`src/rtl/uart_frame_pkg.sv`:
```
// Shared types and constants for the UART frame decoder.
//   state_t : decoder FSM states
//   err_t   : error codes reported on err_code
//   SOF_DEFAULT : default start-of-frame marker
//   sat_inc : saturating 16-bit increment used by the status counters
package uart_frame_pkg;

    typedef enum logic [2:0] {
        HUNT,
        LEN,
        PAYLOAD,
        CKSUM,
        DONE
    } state_t;

    typedef enum logic [1:0] {
        ERR_NONE,
        ERR_LEN,
        ERR_CKSUM,
        ERR_TIMEOUT
    } err_t;

    localparam logic [7:0] SOF_DEFAULT = 8'hA5;

    function automatic logic [15:0] sat_inc(input logic [15:0] value);
        return (value == 16'hFFFF) ? value : value + 16'd1;
    endfunction

endpackage

```
`src/rtl/uart_frame_timeout.sv`:
```
// Inter-byte timeout counter for the UART frame decoder.
// Counts enabled, non-held cycles and pulses 'expired' on the cycle the count
// reaches TIMEOUT_CYCLES-1.
// Ports:
//   clk        in   system clock
//   rst        in   synchronous reset, active-high
//   enable     in   counting allowed (decoder is inside a frame)
//   clear      in   restart from zero (byte accepted or outside a frame)
//   hold       in   freeze the count (downstream back-pressure)
//   load       in   load load_value into the counter
//   load_value in   value used by load
//   expired    out  one-cycle expiry pulse
module uart_frame_timeout #(
    parameter int unsigned TIMEOUT_CYCLES = 500_000,
    localparam int unsigned CNT_W = (TIMEOUT_CYCLES > 2) ? $clog2(TIMEOUT_CYCLES) : 1
) (
    input  logic             clk,
    input  logic             rst,
    input  logic             enable,
    input  logic             clear,
    input  logic             hold,
    input  logic             load,
    input  logic [CNT_W-1:0] load_value,
    output logic             expired
);

    localparam logic [CNT_W-1:0] Limit = CNT_W'(TIMEOUT_CYCLES - 1);

    logic [CNT_W-1:0] cnt_q, cnt_d;

    assign expired = enable && !clear && !load && !hold && (cnt_q == Limit);

    always_comb begin
        cnt_d = cnt_q;
        if (clear) begin
            cnt_d = '0;
        end else if (load) begin
            cnt_d = load_value;
        end else if (expired) begin
            cnt_d = '0;
        end else if (enable && !hold) begin
            cnt_d = cnt_q + 1'b1;
        end
    end

    always_ff @(posedge clk) begin
        if (rst) begin
            cnt_q <= '0;
        end else begin
            cnt_q <= cnt_d;
        end
    end

endmodule

```
`src/rtl/uart_frame_decoder.sv`:
```
// Byte-stream framer between the RX FIFO read side and the command logic.
// Hunts for SOF, reads LEN, forwards LEN payload bytes on a valid/ready stream
// with m_last, and reports one status pulse per frame. An inter-byte timeout
// aborts stalled frames.
// Build option: define UART_FRAME_CKSUM_EN to expect a trailing checksum byte
// equal to (LEN + sum of payload) mod 256.
// Ports:
//   clk, rst              clock and synchronous active-high reset
//   s_data/s_valid/s_ready byte input from the RX FIFO (s_ready is the FIFO r_en)
//   m_data/m_valid/m_ready/m_last  payload output stream
//   frame_ok / frame_err  one-cycle status pulses
//   err_code              code of the most recent error
//   frame_cnt / err_cnt   saturating good/bad frame counters
module uart_frame_decoder
    import uart_frame_pkg::*;
#(
    parameter int unsigned CLK_FREQ       = 50_000_000,
    parameter logic [7:0]  SOF_BYTE       = SOF_DEFAULT,
    parameter int unsigned MAX_LEN        = 64,
    parameter int unsigned TIMEOUT_CYCLES = CLK_FREQ / 100
) (
    input  logic        clk,
    input  logic        rst,
    input  logic [7:0]  s_data,
    input  logic        s_valid,
    output logic        s_ready,
    output logic [7:0]  m_data,
    output logic        m_valid,
    input  logic        m_ready,
    output logic        m_last,
    output logic        frame_ok,
    output logic        frame_err,
    output logic [1:0]  err_code,
    output logic [15:0] frame_cnt,
    output logic [15:0] err_cnt
);

    localparam logic [7:0] MaxLenB = 8'(MAX_LEN);

`ifdef UART_FRAME_CKSUM_EN
    localparam state_t AfterPayload = CKSUM;
`else
    localparam state_t AfterPayload = DONE;
`endif

    state_t      state_q, state_d;
    logic        accept;
    logic        timed_state;
    logic        stall;
    logic        tmo_expired;
    logic        len_bad;
    logic        err_evt;
    err_t        err_kind;

    logic [7:0]  remaining_q;
    logic [7:0]  sum_q;
    logic        m_valid_q;
    logic        m_last_q;
    logic [7:0]  m_data_q;
    logic        frame_err_q;
    err_t        err_code_q;
    logic [15:0] frame_cnt_q;
    logic [15:0] err_cnt_q;

    assign accept      = s_valid && s_ready;
    assign timed_state = (state_q == LEN) || (state_q == PAYLOAD) || (state_q == CKSUM);
    assign stall       = m_valid_q && !m_ready;
    assign len_bad     = (s_data == 8'd0) || (s_data > MaxLenB);

    uart_frame_timeout #(
        .TIMEOUT_CYCLES(TIMEOUT_CYCLES)
    ) u_timeout (
        .clk        (clk),
        .rst        (rst),
        .enable     (timed_state),
        .clear      (accept || !timed_state),
        .hold       (stall),
        .load       (1'b0),
        .load_value ('0),
        .expired    (tmo_expired)
    );

    // State register
    always_ff @(posedge clk) begin
        if (rst) begin
            state_q <= HUNT;
        end else begin
            state_q <= state_d;
        end
    end

    // Next state; err_evt/err_kind flag an abort or rejection this cycle
    always_comb begin
        state_d  = state_q;
        err_evt  = 1'b0;
        err_kind = ERR_NONE;
        case (state_q)
            HUNT: begin
                if (accept && (s_data == SOF_BYTE)) begin
                    state_d = LEN;
                end
            end
            LEN: begin
                if (accept) begin
                    if (len_bad) begin
                        err_evt  = 1'b1;
                        err_kind = ERR_LEN;
                        state_d  = HUNT;
                    end else begin
                        state_d = PAYLOAD;
                    end
                end else if (tmo_expired) begin
                    err_evt  = 1'b1;
                    err_kind = ERR_TIMEOUT;
                    state_d  = HUNT;
                end
            end
            PAYLOAD: begin
                if (accept) begin
                    if (remaining_q == 8'd1) begin
                        state_d = AfterPayload;
                    end
                end else if (tmo_expired) begin
                    err_evt  = 1'b1;
                    err_kind = ERR_TIMEOUT;
                    state_d  = HUNT;
                end
            end
`ifdef UART_FRAME_CKSUM_EN
            CKSUM: begin
                if (accept) begin
                    if (s_data == sum_q) begin
                        state_d = DONE;
                    end else begin
                        err_evt  = 1'b1;
                        err_kind = ERR_CKSUM;
                        state_d  = HUNT;
                    end
                end else if (tmo_expired) begin
                    err_evt  = 1'b1;
                    err_kind = ERR_TIMEOUT;
                    state_d  = HUNT;
                end
            end
`endif
            DONE: begin
                state_d = HUNT;
            end
            default: begin
                state_d = HUNT;
            end
        endcase
    end

    // FSM outputs
    always_comb begin
        s_ready  = 1'b0;
        frame_ok = 1'b0;
        case (state_q)
            HUNT, LEN, CKSUM: s_ready = 1'b1;
            PAYLOAD:          s_ready = !m_valid_q || m_ready;
            DONE:             frame_ok = 1'b1;
            default:          s_ready = 1'b0;
        endcase
    end

    // Frame datapath, output register and status
    always_ff @(posedge clk) begin
        if (rst) begin
            remaining_q <= 8'd0;
            sum_q       <= 8'd0;
            m_valid_q   <= 1'b0;
            m_last_q    <= 1'b0;
            m_data_q    <= 8'd0;
            frame_err_q <= 1'b0;
            err_code_q  <= ERR_NONE;
            frame_cnt_q <= 16'd0;
            err_cnt_q   <= 16'd0;
        end else begin
            if ((state_q == LEN) && accept) begin
                remaining_q <= s_data;
                sum_q       <= s_data;
            end

            // Output register: a pending byte survives an abort and is still delivered
            if ((state_q == PAYLOAD) && accept) begin
                remaining_q <= remaining_q - 8'd1;
                sum_q       <= sum_q + s_data;
                m_valid_q   <= 1'b1;
                m_data_q    <= s_data;
                m_last_q    <= (remaining_q == 8'd1);
            end else if (m_ready) begin
                m_valid_q <= 1'b0;
                m_last_q  <= 1'b0;
            end

            frame_err_q <= err_evt;
            if (err_evt) begin
                err_code_q <= err_kind;
            end

            if (frame_ok) begin
                frame_cnt_q <= sat_inc(frame_cnt_q);
            end
            if (frame_err_q) begin
                err_cnt_q <= sat_inc(err_cnt_q);
            end
        end
    end

    assign m_valid   = m_valid_q;
    assign m_data    = m_data_q;
    assign m_last    = m_last_q;
    assign frame_err = frame_err_q;
    assign err_code  = err_code_q;
    assign frame_cnt = frame_cnt_q;
    assign err_cnt   = err_cnt_q;

endmodule

```
`config.mk`:
```
export PLATFORM = sky130hd
export DESIGN_NAME = uart_frame_decoder
export DESIGN_NICKNAME = d
export VERILOG_FILES = /design/src/rtl/uart_frame_pkg.sv /design/src/rtl/uart_frame_timeout.sv /design/src/rtl/uart_frame_decoder.sv
export SDC_FILE = /design/constraint.sdc
export NUM_CORES = 1
export LEC_CHECK = 0
export CORE_ASPECT_RATIO = 1.5
export CORE_MARGIN = 5
export CORE_UTILIZATION = 25
export DETAILED_ROUTE_END_ITERATION = 10
export GPL_TIMING_DRIVEN = 1
export PLACE_DENSITY = 0.47
export SYNTH_ARGS = -nofsm -noshare
export SYNTH_HDL_FRONTEND = slang
export SYNTH_SLANG_ARGS = --single-unit
```
`constraint.sdc`:
```
create_clock -name clk -period 1.8 [get_ports clk]
set_input_delay 0.54 -clock clk [delete_from_list [all_inputs] [get_ports clk]]
set_output_delay 0.54 -clock clk [all_outputs]
set_load 0.05 [all_outputs]
```
### Word level (Yosys, flattened, before mapping)

Cells that the tools add are included.
W data, S select, Z words.

| storage, ports and cells | value |
|---|---|
| bits in registers | 75 |

| cells by class | value |
|---|---|
| bitwise gates (word level) | 2 |
| add/subtract/negate cells | 4 |
| equal/unequal tests | 11 |
| order comparisons | 1 |
| reduce and logical (&&, ||, !) cells | 28 |
| mux-type cells | 24 |

Operators with widths:

| kind | count |
|---|---|
| $add A16 B1 Y16 const B | 2 |
| $eq A16 B16 Y1 const B | 2 |
| $add A19 B1 Y19 const B | 1 |
| $eq A19 B19 Y1 const B | 1 |
| $mux W8 | 2 |
| $mux W3 | 5 |
| $logic_and A1 B1 Y1 | 9 |
| $mux W1 | 9 |
| $pmux W3 S3 | 1 |
| $eq A8 B1 Y1 const B | 1 |
| $eq A8 B8 Y1 const B | 1 |
| $gt A8 B7 Y1 const B | 1 |
| $logic_not A8 Y1 | 1 |
| $mux W2 | 4 |
| $sub A8 B1 Y8 const B | 1 |
| $eq A3 B2 Y1 const B | 2 |
| $reduce_and A2 Y1 | 3 |
| $reduce_or A3 Y1 | 2 |
| $logic_not A1 Y1 | 5 |
| $logic_or A1 B1 Y1 | 5 |
| $pmux W1 S2 | 2 |
| $pmux W2 S2 | 1 |
| $reduce_bool A2 Y1 | 2 |
| $eq A3 B1 Y1 const B | 1 |
| other kinds (5) | 6 |

### Longest topological paths before layout

| depth | value |
|---|---|
| depth in word-level cells | 12 |
| depth in mapped cells | 8 |
| gate-level depth less buffers | 7 |

### Hierarchy

Synthesis repeated with hierarchy kept, for this count alone.

| second synthesis, totals | value |
|---|---|
| cells, all modules | 519 |
| area, all modules | 4141.5 um^2 |

Modules (own cells, without submodules):

| module | instances | area an instance (um^2) | cells each | sequential area each (um^2) |
|---|---|---|---|---|
| uart_frame_decoder | 1 | 2895.3 | 359 | 1121.1 |
| uart_frame_timeout | 1 | 1246.2 | 160 | 380.4 |

### Least setup slack after synthesis

No wires, ideal clock.

| path | value |
|---|---|
| path kind | flip-flop to output port |
| start point | register m_valid_q (netlist: m_valid) |
| end point | output s_ready |
| path buffers | 1 |
| data required time | 1.260 ns |
| data arrival time | 1.605 ns |
| cell stages (with the launch flop) | 4 |
| setup slack | -0.345 ns |
| path through | dfxtp_1 nor2b_1 buf_6 a21oi_1 |

| between the ends | value |
|---|---|
| cells in the longest elaborated chain, start to end | 3 |

Ends and longest elaborated chain:

| element | line | source |
|---|---|---|
| from (decl) | uart_frame_decoder.sv:57 | `logic m_valid_q;` |
| from (signal assigned) | uart_frame_decoder.sv:172 | `m_valid_q <= 1'b0;` |
| from (signal assigned) | uart_frame_decoder.sv:189 | `m_valid_q <= 1'b1;` |
| from (signal assigned) | uart_frame_decoder.sv:193 | `m_valid_q <= 1'b0;` |
| $logic_not A1 Y1 | uart_frame_decoder.sv:161 | `PAYLOAD: s_ready = !m_valid_q \|\| m_ready;` |
| $logic_or A1 B1 Y1 | uart_frame_decoder.sv:161 |  |
| $pmux W1 S2 | uart_frame_decoder.sv:159 | `case (state_q)` |
| to (decl) | uart_frame_decoder.sv:26 | `output logic s_ready,` |

Every way passes these cells.

### Worst setup path in the final report

| path | value |
|---|---|
| start point | register state_q[1] |
| end point | output frame_ok |

| between the ends | value |
|---|---|
| cells in the longest elaborated chain, start to end | 2 |

Ends and longest elaborated chain:

| element | line | source |
|---|---|---|
| from (decl) | uart_frame_decoder.sv:46 | `state_t state_q, state_d;` |
| from (signal assigned) | uart_frame_decoder.sv:88 | `state_q <= state_d;` |
| $eq A3 B3 Y1 | uart_frame_decoder.sv:159 |  |
| $mux W1 | uart_frame_decoder.sv:159 |  |
| to (decl) | uart_frame_decoder.sv:31 | `output logic frame_ok,` |

Every way passes these cells.

==> impl_metrics.yaml <==
clock_network:
  cts.sinks: 75
  cts.clk_slew.worst_paths_ns: 0.06
  cts_hold_buf: 0
  cts_tree: "done"
  ctsLongestPathBuffers: 2
  clk_latency_ns: 0.33
  root_buffer: "clkbuf_16"
  htreeDepth: 3
  numCtsBuffers: 9
floorplanning:
  die_w_um: 110
  core_area_um2: 15000
  num_io_pins: 59
  dieArea_um2: 17700
  die_h_um: 161
  rows: 55
  start_util: 0.252
sta:
  final-hold-violation-count: 0
  final-setup-viol-count: 9
  timing.final.crit_share: 1.08
  relSlewSlack: 0.717
  rsz0062_at_grt: "yes"
  setup_slack_ns: -0.139
  drv_slew: 0
  clock_skew_ns: 0.00603
  finalSetupTns_ns: -0.501
  min_period_ns: 1.94
  worstMarginPinSlew_ns: 0.424
  clock.fmax_mhz: 516
routing:
  wl_per_cell_um: 13.5
  met1_length_um: 4510
  drc: 0
  wl_met3_um: 288
  topRoutingLayerUsed: "met4"
  wl_met2_um: 5780
  dr.first_iter.drc_count: 135
  vias_per_cell: 4.66
  firstDrtPassIters: 4
  drtAntennaViolNets: 0
  vias: 3738
  wirelength_um: 10800
cells_and_area:
  finalNetCount: 615
  drive_gt1_frac: 0.400
  antenna_cells: 0
  area_growth_pct: 64.9
  design_area_um2: 6240
logic_synthesis:
  synth_top_area_cell: "dfxtp_1"
  synthArstFlopShare: 0
  ys_seq_elements: 75
  ys_types: 65
  synthesis.nets: 471
  synth.top_cells.by_count: "dfxtp_1, nor2_1, nand2_1"
  syn-cell-area_um2: 3780
  synthFlopType: "dfxtp_1"
  synth.area.top_cells: "dfxtp_1, nor2_1, xnor2_1, nand2_1, a21oi_1"
  syn_inst: 454
  syn_area_per_cell_um2: 8.33
  synth.top_cell.area_share: 0.397
  ys_seq_area_frac: 0.397
  synth_enable_flop_cells: 0
  synth.most_common_cell: "dfxtp_1"
  yosysWarnings: 0
pwr:
  seqPwrFrac: 0.442
  clkPwrFrac: 0.516
  total_power_uw: 3760
  p_leak_uw: 0.00237
  internal_power_uw: 2960
  swShare: 0.211
  powerDensity_nw_per_um2: 602
  p_sw_uw: 792
  comb_power_share: 0.042
  peakVddDrop_mv: 0.363
global_routing:
  grt_usage: 0.120
  grt_first_pass_wirelength_um: 17700
  grt_pass1_vias: 3748
  grt_max_degree: 36
  grt_antenna_before_repair: 0
  overflow: 0
place:
  hpwl_um: 7940
  gp_congestion: 0.853
  postPlaceCellArea_um2: 5580
  preCtsSetupSlack_ns: -0.624
  numPortBuffers: 58
outcome:
  status: "finished, violations left"
  violations: "setup timing"
setup_path:
  end_kind: "primary output"
  cp.arrival_ns: 1.40
  critPathRequiredTime_ns: 1.26
  worstPathMaxFanout: 2
  start_kind: "register"
  criticalPathCategory: "reg -> out"
run:
  cap_viol_max_count: 0
min_path:
  hold_path_class: "reg -> reg"
-- cells in the final DEF (no fill, tap or decap), types with 12 or more instances in the layout --
cell / instances
a21oi_1: 28
buf_12: 41
buf_4: 96
dfxtp_1: 49
dfxtp_2: 21
nand2_1: 47
nand3_1: 18
nand4_1: 16
nor2_1: 64
nor3_1: 12
xnor2_1: 26
xor2_1: 15
-- final timing paths --
| check | from | endpoint | slack [ns] | depth (start not counted) |
|---|---|---|---|---|
| hold reg to reg | m_data[5] | m_data[5] | 0.46 | 2 |
| setup reg to reg | state_q[1] | frame_cnt[9] | -0.07 | 7 |
| hold / removal | m_data[5] | m_data[5] | 0.46 | 2 |
| setup / recovery | state_q[1] | frame_ok | -0.14 | 4 |
-- state kept, by name, indices dropped and copies added (netlist names) --
name / cells
err_cnt: 16
err_code: 2
frame_cnt: 16
frame_err: 1
m_data: 8
m_last: 1
m_valid: 1
remaining_q: 8
state_q: 3
u_timeout.cnt_q: 19
-- stage by stage --
stage | utilization | hold WS (ns) | std cells
4_1_cts | 0.400 | 0.463 | 793
3_5_place_dp | 0.372 | 0.455 | 773
2_1_floorplan | - | 0.458 | 454
3_3_place_gp | 0.372 | 0.447 | 773
5_1_grt | 0.416 | 0.480 | 802
6_report | 0.416 | 0.459 | 802
-- cell type report --
cell class	count	area [um2]
inverters	9	46.3
flip-flops and latches	75	1550
well taps	199	249
multi-input cells	348	2340
clock buffers	13	282
fillers	1545	8760
clock inverters	3	42.5
repair buffers	155	1730
-- critical path, cell delays in order (launching register included) --
cell and delay [ns]:
dfxtp_4 0.34, or3b_4 0.45, clkinv_8 0.06, buf_6 0.09, buf_12 0.12
-- routing by layer --
metal,global-route usage,vias to the layer above
met1,0.134,1780
met5,0,-
met2,0.217,58
met3,0.0279,15
met4,0.0476,0
li1,-,1885
-- power by group through the flow --
stage	Sequential, uW	Combinational [uW]	Clock, uW
after floorplan	1700	58.6	0
after CTS	1660	155	2020
after global placement	1700	155	0
after global routing	1660	172	2090
final	1660	159	1940
after detailed placement	1700	155	0
-- timing repair --
item | in CTS | in global routing
pin swaps | 4 | 15
setup endpoints to repair | 51 | 43
gates resized for setup | 28 | 39
setup buffers | 5 | 8
cloned | 0 | 1
-- cell families after synthesis --
logic type	Yosys count	share of synthesized area
AND/OR/NAND/NOR	225	0.318
flip-flops	75	0.397
multiplexers	2	0.00529
adder cells (fa/ha/maj)	5	0.0165
buffers and inverters	31	0.0436
XOR/XNOR	43	0.0995
AO/OA/AOI/OAI	73	0.120
(Power assumes the default switching activity.)
==> patch: new RTL, same flow settings <==
Add a define of `UART_FRAME_CKSUM_EN`.
--- a/src/rtl/uart_frame_decoder.sv
+++ b/src/rtl/uart_frame_decoder.sv
@@ -11,6 +11,8 @@
 //   frame_ok / frame_err  one-cycle status pulses
 //   err_code              code of the most recent error
 //   frame_cnt / err_cnt   saturating good/bad frame counters
+`define UART_FRAME_CKSUM_EN
+
 module uart_frame_decoder
     import uart_frame_pkg::*;
 #(
Function: changed (a bounded check fails within 4 cycles, from zero or initial values and one cycle with rst high).
==> patch against the unedited design <==
- first-iteration DRC count rose by 77%
- hold slack better by 3.3 ps
- routed wire length up 35%
- design area is 18% higher
- sequential cell count rose by 8
- the flow still finishes with violations (negative setup slack)
- utilization is 0.52 points lower
- area after synthesis is 20% higher
- fmax grew 3.4%
- sequential share of layout area decreased by 1.7 points
- largest cell class unchanged
- total power rose by 4.5%
- worst setup slack better by 63 ps
==> patch: results (changes against the unedited design) <==
{
  "route": {
    "vias_per_cell": {"value": 4.95, "change": "was 4.66"},
    "wl_per_cell": {"value": 15.6, "unit": "um", "change": "was 13.5 um"}
  },
  "global_route": {
    "global_route.usage.total": {"value": 13.6, "unit": "%", "change": "was 12.0%"},
    "first_global_vias": {"value": 4539, "change": "was 3748"},
    "initial_antenna_violation_count": {"value": 1, "change": "was 0"}
  },
  "timing": {
    "final_critical_path_setup_slack": {"value": -75.6, "unit": "ps", "change": "was -139 ps"},
    "setup_viol": {"value": 3, "change": "was 9"},
    "timing_worst_slew_pin_value": {"value": 455, "unit": "ps", "change": "was 424 ps"}
  },
  "worst_setup_path": {
    "worst_r2r_src": {"value": "sum_q[0]$_SDFFE_PP0P_", "change": "was state_q[1]$_SDFFE_PP0P_"},
    "critical_path_arrival": {"value": 2150, "unit": "ps", "change": "was 1400 ps"},
    "rr_endpoint": {"value": "sum_q[6]$_SDFFE_PP0P_", "change": "was frame_cnt[9]$_SDFFE_PP0P_"},
    "timing.reg2reg.worst_path_depth": {"value": 8, "change": "was 7"},
    "critical-path-max-stage-delay": {"value": 510, "unit": "ps", "change": "was 450 ps"}
  },
  "logic_synthesis": {
    "ys_top_cells_by_area": {"value": "sky130_fd_sc_hd__dfxtp_1 (37%), sky130_fd_sc_hd__xnor2_1 (6.2%), sky130_fd_sc_hd__nor2_1 (6.0%)", "change": "was sky130_fd_sc_hd__dfxtp_1 (40%), sky130_fd_sc_hd__nor2_1 (6.5%), sky130_fd_sc_hd__xnor2_1 (6.5%)"},
    "synth-seq-area-share": {"value": 36.6, "unit": "%", "change": "was 39.7%"},
    "post_synth_most_frequent_cells": {"value": "sky130_fd_sc_hd__dfxtp_1 (83), sky130_fd_sc_hd__nor2_1 (73), sky130_fd_sc_hd__nand2_1 (50)", "change": "was sky130_fd_sc_hd__dfxtp_1 (75), sky130_fd_sc_hd__nor2_1 (66), sky130_fd_sc_hd__nand2_1 (47)"},
    "synth_cell_type_count": {"value": 69, "change": "was 65"}
  },
  "placement": {
    "gp_congestion": {"value": 0.839, "change": "was 0.853"},
    "postPlaceCellArea": {"value": 6570, "unit": "um2", "change": "was 5580 um2"},
    "dp_hpwl": {"value": 11.0, "unit": "mm", "change": "was 7.94 mm"},
    "place_inst": {"value": 902, "change": "was 773"}
  },
  "worst_hold_path": {
    "min-delay-start": {"value": "m_data[4]$_SDFFE_PP0P_", "change": "was m_data[5]$_SDFFE_PP0P_"},
    "hold_end": {"value": "m_data[4]$_SDFFE_PP0P_", "change": "was m_data[5]$_SDFFE_PP0P_"}
  },
  "floorplan": {
    "initial_core_util": {"value": 25.3, "unit": "%", "change": "was 25.2%"}
  },
  "final_layout": {
    "stdcell_count": {"value": 935, "change": "was 802"},
    "final_layout_size_suffix_gt1_share": {"value": 40.6, "unit": "%", "change": "was 40.0%"}
  },
  "status": {
    "outcome": {"value": "finished, violations left", "change": "unchanged"},
    "violations": {"value": "negative setup slack", "change": "unchanged"}
  }
}
## patch: changes by cell type after synthesis, sizes merged, moves of 6 or more
cell    unedited run  this run
ha                 5        12
inv                8        17
dfxtp             75        83
nor2              67        75
or3                1         7
o21ai             11        20
a211oi             6        12
nor3              18        25
mux2i              2         8
a221oi             0         6
## patch: metal layers
metal	track usage (%)	vias up	wire length, um
li1	-	2321	-
met1	15.7	2221	5950
met2	24.8	68	7860
met3	2.43	16	376
met4	5.21	0	359
met5	0	-	0
## patch: how the worst max path moves through the flow
| stage | to | startpoint | depth (start not counted) |
|---|---|---|---|
| 2_1_floorplan | sum_q[6]$_SDFFE_PP0P_ | s_data[0] | 8 |
| 5_1_grt | sum_q[6]$_SDFFE_PP0P_ | sum_q[0]$_SDFFE_PP0P_ | 8 |
| 6_report | sum_q[6]$_SDFFE_PP0P_ | s_data[2] | 7 |
| 3_3_place_gp | err_code[1]$_SDFFE_PP0P_ | s_data[6] | 7 |
| 3_5_place_dp | err_code[1]$_SDFFE_PP0P_ | s_data[6] | 7 |
| 4_1_cts | err_code[1]$_SDFFE_PP0P_ | sum_q[1]$_SDFFE_PP0P_ | 6 |
## patch: power by group through the flow
stage	Sequential (mW)	Clock, mW	Combinational (mW)
after floorplan	1.88	0	0.0735
after global placement	1.88	0	0.175
after detailed placement	1.88	0	0.177
after CTS	1.83	1.96	0.182
after global routing	1.83	2.05	0.203
final	1.83	1.91	0.185
## patch: final cells by class
class / instances / share of cell area, %
Multi-Input combinational cell: 426 / 42.7
Timing Repair Buffer: 175 / 25.4
Sequential cell: 83 / 23.1
Tap cell: 217 / 3.68
Clock buffer: 12 / 3.48
Inverter: 17 / 0.900
Clock inverter: 4 / 0.662
Antenna cell: 1 / 0.0340
## patch: metrics by stage
stage / setup slack (ps) / utilization (%) / setup TNS [ps]
2_1_floorplan: -239 / - / -633
3_3_place_gp: -863 / 36.6 / -26380
3_5_place_dp: -864 / 36.6 / -26100
4_1_cts: -145 / 39.4 / -430
5_1_grt: -138 / 41.1 / -1590
6_report: -75.6 / 41.1 / -152
## patch: repair_timing
action,in CTS,in global routing
cloned,0,3
resized for setup,58,65
pin swaps,20,30
setup buffers,13,3
setup endpoints to repair,45,36
## patch: cell families after synthesis
kind of cell | Yosys count | synth area share [%]
flip-flops | 83 | 36.6
AO/OA/AOI/OAI | 103 | 16.0
multiplexers | 8 | 1.76
buffers and inverters | 40 | 3.80
AND/OR/NAND/NOR | 260 | 30.0
adder cells (fa/ha/maj) | 13 | 3.75
XOR/XNOR | 42 | 8.10
## patch: tightest hold or removal path: stages, from the launching register on
cell and delay [ps]:
sky130_fd_sc_hd__dfxtp_1 310, sky130_fd_sc_hd__nand2_1 50, sky130_fd_sc_hd__a21oi_1 50
